--- src/rtl/instr_queue.sv ---
// instr_queue: dual-push / dual-pop instruction FIFO between fetch2 and decode.
// Entries are packed as {pc, instr, is_ret, is_call, bp_taken, bp_target}.
// The read side is a combinational view of the two oldest entries; every
// state change (push, pop, flush) takes effect on the rising clock edge.
module instr_queue #(
    parameter int DEPTH = 16,
    parameter int PTR_W = $clog2(DEPTH)
) (
    input  logic              clk,
    input  logic              resetn,
    input  logic              flush,
    input  logic [1:0]        push_valid,
    input  logic [1:0][31:0]  push_pc,
    input  logic [1:0][31:0]  push_instr,
    input  logic [1:0]        push_is_ret,
    input  logic [1:0]        push_is_call,
    input  logic              push_bp_taken,
    input  logic [31:0]       push_bp_target,
    output logic              queue_full,
    output logic [1:0]        out_valid,
    output logic [1:0][31:0]  out_pc,
    output logic [1:0][31:0]  out_instr,
    output logic [1:0]        out_is_ret,
    output logic [1:0]        out_is_call,
    output logic [1:0]        out_bp_taken,
    output logic [1:0][31:0]  out_bp_target,
    input  logic [1:0]        pop_cnt
);

    localparam int ENT_W = 99;
    localparam logic [PTR_W:0] FULL_TH = (PTR_W+1)'(DEPTH - 2);

    logic [ENT_W-1:0] r_mem [DEPTH];
    logic [PTR_W-1:0] r_head;
    logic [PTR_W-1:0] r_tail;
    logic [PTR_W:0]   r_count;

    logic             w_full;
    logic             w_push_ok;
    logic [1:0]       w_push_num;
    logic [1:0]       w_pop_req;
    logic [1:0]       w_pop_eff;
    logic             w_we_tail;
    logic             w_we_next;
    logic [ENT_W-1:0] w_slot0;
    logic [ENT_W-1:0] w_slot1;
    logic [ENT_W-1:0] w_wdat_tail;
    logic [PTR_W-1:0] w_tail_p1;
    logic [PTR_W-1:0] w_head_p1;
    logic [ENT_W-1:0] w_rd0;
    logic [ENT_W-1:0] w_rd1;

    // Full when fewer than two entries are free; depends on count only.
    assign w_full     = (r_count > FULL_TH);
    assign queue_full = w_full;

    // A pair is accepted only with room for both slots and no flush pending.
    assign w_push_ok  = ~w_full & ~flush;
    assign w_push_num = w_push_ok ? ({1'b0, push_valid[0]} + {1'b0, push_valid[1]}) : 2'd0;

    // Entry images for each incoming slot; prediction info is shared by the pair.
    assign w_slot0 = {push_pc[0], push_instr[0], push_is_ret[0], push_is_call[0],
                      push_bp_taken, push_bp_target};
    assign w_slot1 = {push_pc[1], push_instr[1], push_is_ret[1], push_is_call[1],
                      push_bp_taken, push_bp_target};

    // Compaction: the lowest valid slot goes to tail, slot1 follows only for a full pair.
    assign w_wdat_tail = push_valid[0] ? w_slot0 : w_slot1;
    assign w_we_tail   = w_push_ok & (|push_valid);
    assign w_we_next   = w_push_ok & (&push_valid);
    assign w_tail_p1   = r_tail + PTR_W'(1);
    assign w_head_p1   = r_head + PTR_W'(1);

    // Clamp the pop request: 3 behaves as 2, and never more than the occupancy.
    always_comb begin
        w_pop_req = pop_cnt;
        w_pop_eff = pop_cnt;
        if (pop_cnt == 2'd3) begin
            w_pop_req = 2'd2;
        end else begin
            w_pop_req = pop_cnt;
        end
        if ((PTR_W+1)'(w_pop_req) > r_count) begin
            w_pop_eff = r_count[1:0];
        end else begin
            w_pop_eff = w_pop_req;
        end
    end

    // Pointer and occupancy update; flush empties the queue and drops the same-cycle push/pop.
    always_ff @(posedge clk or negedge resetn) begin
        if (!resetn) begin
            r_head  <= {PTR_W{1'b0}};
            r_tail  <= {PTR_W{1'b0}};
            r_count <= {(PTR_W+1){1'b0}};
        end else if (flush) begin
            r_head  <= {PTR_W{1'b0}};
            r_tail  <= {PTR_W{1'b0}};
            r_count <= {(PTR_W+1){1'b0}};
        end else begin
            r_head  <= r_head + PTR_W'(w_pop_eff);
            r_tail  <= r_tail + PTR_W'(w_push_num);
            r_count <= r_count + (PTR_W+1)'(w_push_num) - (PTR_W+1)'(w_pop_eff);
        end
    end

    // Entry storage; contents are qualified by count so they need no reset.
    always_ff @(posedge clk) begin
        if (w_we_tail) begin
            r_mem[r_tail] <= w_wdat_tail;
        end
        if (w_we_next) begin
            r_mem[w_tail_p1] <= w_slot1;
        end
    end

    // Read view of head and head+1; invalid slots are forced to zero.
    always_comb begin
        out_valid[0] = (r_count != {(PTR_W+1){1'b0}});
        out_valid[1] = (r_count > (PTR_W+1)'(1));
        if (out_valid[0]) begin
            w_rd0 = r_mem[r_head];
        end else begin
            w_rd0 = {ENT_W{1'b0}};
        end
        if (out_valid[1]) begin
            w_rd1 = r_mem[w_head_p1];
        end else begin
            w_rd1 = {ENT_W{1'b0}};
        end
    end

    assign out_pc[0]        = w_rd0[98:67];
    assign out_instr[0]     = w_rd0[66:35];
    assign out_is_ret[0]    = w_rd0[34];
    assign out_is_call[0]   = w_rd0[33];
    assign out_bp_taken[0]  = w_rd0[32];
    assign out_bp_target[0] = w_rd0[31:0];
    assign out_pc[1]        = w_rd1[98:67];
    assign out_instr[1]     = w_rd1[66:35];
    assign out_is_ret[1]    = w_rd1[34];
    assign out_is_call[1]   = w_rd1[33];
    assign out_bp_taken[1]  = w_rd1[32];
    assign out_bp_target[1] = w_rd1[31:0];

endmodule

--- config.mk ---
export PLATFORM = sky130hd
export DESIGN_NAME = instr_queue
export DESIGN_NICKNAME = d
export VERILOG_FILES = /design/src/rtl/instr_queue.sv
export SDC_FILE = /design/constraint.sdc
export NUM_CORES = 2
export LEC_CHECK = 0
export ABC_AREA = 1
export CORE_ASPECT_RATIO = 0.8
export CORE_MARGIN = 2
export CORE_UTILIZATION = 30
export CTS_CLUSTER_SIZE = 12
export DETAILED_ROUTE_END_ITERATION = 16
export GPL_TIMING_DRIVEN = 1
export SLEW_MARGIN = 20
export SYNTH_ARGS = -nofsm -noshare
export SYNTH_HDL_FRONTEND = slang
export SYNTH_SLANG_ARGS = --single-unit
--- constraint.sdc ---
create_clock -name clk -period 4.45 [get_ports clk]
set_clock_uncertainty 0.15 [all_clocks]
set_input_delay 0.445 -clock clk [delete_from_list [all_inputs] [get_ports clk]]
set_output_delay 0.445 -clock clk [all_outputs]
set_load 0.05 [all_outputs]
==> summary.txt <==
Run status
  – Status: finished clean

Worst hold path
  – Min-delay worst type: in2reg

Setup path
  – Worst Path Max Fanout: 99
  – Crit path buffers/inverters: 2
  – Critical path type: reg2out
  – Critical Path End Type: output port
  – Crit-path cells: ha_4 > buf_16 > a21oi_1 > o21ai_0 > nand2_1 > nor2_1 > nor2_1 > nor2_1 > buf_12
  – Arr. time, crit path: 3800 ps
  – Cell mode on critical path: nor2_1
  – WP data required: 3860 ps
  – Crit path max-delay cell type: nor2_1
  – Crit-path max cell delay: 660 ps
  – Startpoint types: flip-flop
  – Top delay family on crit path: simple AND/OR/NAND/NOR gates

Timing
  – Final TNS setup: 0 ps
  – Part of the cycle the worst path needs: 98.7%
  – Slew @ Worst Pin: 1250 ps
  – Final Hold Slack: 273 ps
  – Final setup vio count: 0
  – Final hold viol count: 0
  – Max-slew violation count: 0
  – RSZ-0062 raised after global routing: yes
  – Crit path time final: 4390 ps
  – Fmax achieved: 228 MHz
  – Worst slew margin: 16.6%

Synth
  – Syn Area/Cell: 7.62 sq um
  – Sequential area share after synthesis: 50.3%
  – EDFF count, synth: 1,584
  – Asr flop ratio synth: 0.814%
  – Most common cell in the synthesized netlist: nand2_1
  – Synth cell types: 33
  – Most instantiated cells after synthesis: nand2_1, nand3_1, edfxtp_1, inv_1, o21ai_0
  – Ys flop type: edfxtp_1
  – Syn_nets: 12,693
  – Dominant cells by area after synthesis: edfxtp_1, nand2_1, nand3_1
  – Synthesized instance count: 12,498
  – Yosys reg bits: 1,597
  – Ys Warns: 0
  – Post-Synthesis Cell Area: 0.0952 sq mm
  – Top-area cell type share of the netlist area: 50.0%
  – Synth area leader: edfxtp_1

Finish
  – Nets: 12,478
  – FILL cells: 32,184
  – Layout cells sized above 1: 6.54%
  – Layout Area Growth over Synthesis: 16.6%
  – Post-route core utilization: 35.3%

Clocking
  – Clock sink total: 1,597
  – H-tree levels: 4
  – Clk root buf: clkbuf_16
  – TritonCTS clock tree: yes
  – CTS clock-pin slew for the worst setup and hold paths: 60 ps
  – Later-pin clock latency in the skew report: 840 ps
  – Total CTS buffers: 184
  – Clk buf depth: 4

Place
  – Detailed Place HPWL: 198 mm
  – PortBufs: 372
  – RePlAce Congestion: 0.816

Global route
  – GRT Total Usage: 21.8%
  – Largest net degree at the start of global routing: 249
  – Grt total ovfl: 0
  – Vias in the first global route: 77,028
  – First-pass GRT wire length: 523 mm
  – Initial antenna violation count: 8

Pwr
  – Leakage: 46.9 nW
  – PwrDens: 738 mW/mm^2
  – Max VDD drop: 0.993 mV

Detailed routing
  – Pre-antenna DRT Iters: 9
  – Met3 WL: 40.8 mm
  – Antenna Violating Nets Remaining: 0
  – Routed WL: 365 mm
  – Vias per inst: 5.22
  – DR vias: 86,638
  – Met1 WL: 153 mm
  – Max layer used: met5
  – Drt wl/cell: 22.0 microns
  – Met2 WL: 159 mm
  – DR DRC count: 0
  – DRT iter0 DRCs: 12,087

Floorplan
  – DIE WIDTH: 634 microns
  – I/O pin count: 373
  – Starting density of the core: 30.2%
  – Area of the die: 0.322 sq mm
  – Rows: 184
  – Die Ht: 508 microns
  – Core ar.: 0.315 sq mm

Flow run
  – MaxCap Viol Count: 0
[layout by cell type, fill, tap and decap left out, types with 6 or more instances in the layout]
master           instances
clkinv_2                19
a21oi_2                  8
nor2_2                   7
clkbuf_1                47
clkdlybuf4s50_1        173
buf_4                  149
nand2_8                 16
ha_1                    18
buf_16                   6
nand3_1               1797
o21ai_0                992
buf_12                 317
a21oi_1                470
nand2_1               4417
o21ai_1                463
clkinv_1                42
nand4_4                 16
o211ai_1                22
inv_1                 1009
clkbuf_16              191
o21ai_2                 44
dfrtp_1                  9
nor2_1                 542
edfxtp_1              1584
bufinv_16                8
[per-stage QoR]
| stage | worst slack, ps | power, W | cells | cell area (sq um) |
|---|---|---|---|---|
| final | 59.1 | 0.0820 | 16595 | 111000 |
| after floorplan | 806 | 0.0457 | 12498 | 95200 |
| after global routing | -60.2 | 0.0861 | 16595 | 111000 |
| after CTS | 3.21 | 0.0816 | 16590 | 111000 |
| after global placement | 310 | 0.0668 | 16277 | 105000 |
| after detailed placement | 381 | 0.0669 | 16277 | 105000 |
[state kept, by name, summed over array words and instances (netlist names)]
name / flops
r_count: 5
r_head: 4
r_mem: 1584
r_tail: 4
[path summary, 6_finish.rpt]
kind	start	end	slack, ps	cells after the start
hold reg to reg	r_tail[3]$_DFF_PN0_	r_tail[3]$_DFF_PN0_	440	2
hold / removal	flush	r_tail[2]$_DFF_PN0_	270	2
min in group asynchronous	resetn	r_head[2]$_DFF_PN0_	580	2
setup reg to reg	r_count[1]$_DFF_PN0_	r_count[4]$_DFF_PN0_	990	16
setup / recovery	r_head[0]$_DFF_PN0_	out_instr[48]	60	9
max in group asynchronous	resetn	r_head[1]$_DFF_PN0_	3040	2
[routing by layer]
metal,up-vias,track usage [%]
met1,40301,30.9
li1,40829,-
met5,-,0
met2,4872,33.6
met4,2,7.14
met3,634,3.72
[area by class of cell]
| type | instances | area (sq um) | area share [%] |
|---|---|---|---|
| Multi-Input combinational cell | 8829 | 39100 | 35.2 |
| Inverter | 1018 | 3870 | 3.49 |
| Sequential cell | 1597 | 47900 | 43.1 |
| Antenna cell | 3 | 7.51 | 0.00676 |
| Clock inverter | 74 | 558 | 0.503 |
| Timing Repair Buffer | 653 | 9480 | 8.54 |
| Tap cell | 4185 | 5240 | 4.72 |
| Clock buffer | 236 | 4910 | 4.42 |
[worst register-to-register path, delay by kind of cell, from the launching register on]
family / cells / cell delay, ps
AOI/OAI and AO/OA: 5 / 770
adders and majority gates: 3 / 1240
buffers and inverters: 5 / 470
DFF: 1 / 420
and+or+nand+nor: 3 / 310
[kinds of logic (layout without fill, tap and decap cells)]
kind of cell	after synthesis	count (layout)	share of synthesized area (%)
AO/OA/AOI/OAI	2003	2003	10.6
XOR/XNOR	4	4	0.0526
adder cells (fa/ha/maj)	23	23	0.334
buffers and inverters	2072	1981	9.25
flip-flops	1597	1597	50.3
other	0	3	0
AND/OR/NAND/NOR	6799	6799	29.4
[where the power goes]
group	leakage, nW	total, W	switching (W)	internal [W]
clock network	2.67	0.0146	0.00642	0.00818
registers	14.5	0.0174	0.000256	0.0171
logic	29.8	0.0500	0.0326	0.0174
total	46.9	0.0820	0.0393	0.0426
[timing repair]
action	4_1_cts	5_1_grt
resized for setup	1	25
endpoints found under the setup margin	84	66
pin swaps	1	0
setup buffers	2	0
gates cloned	0	2
endpoints found under the hold margin	13	0
hold buffers	1	0
(Power assumes the default switching activity.)
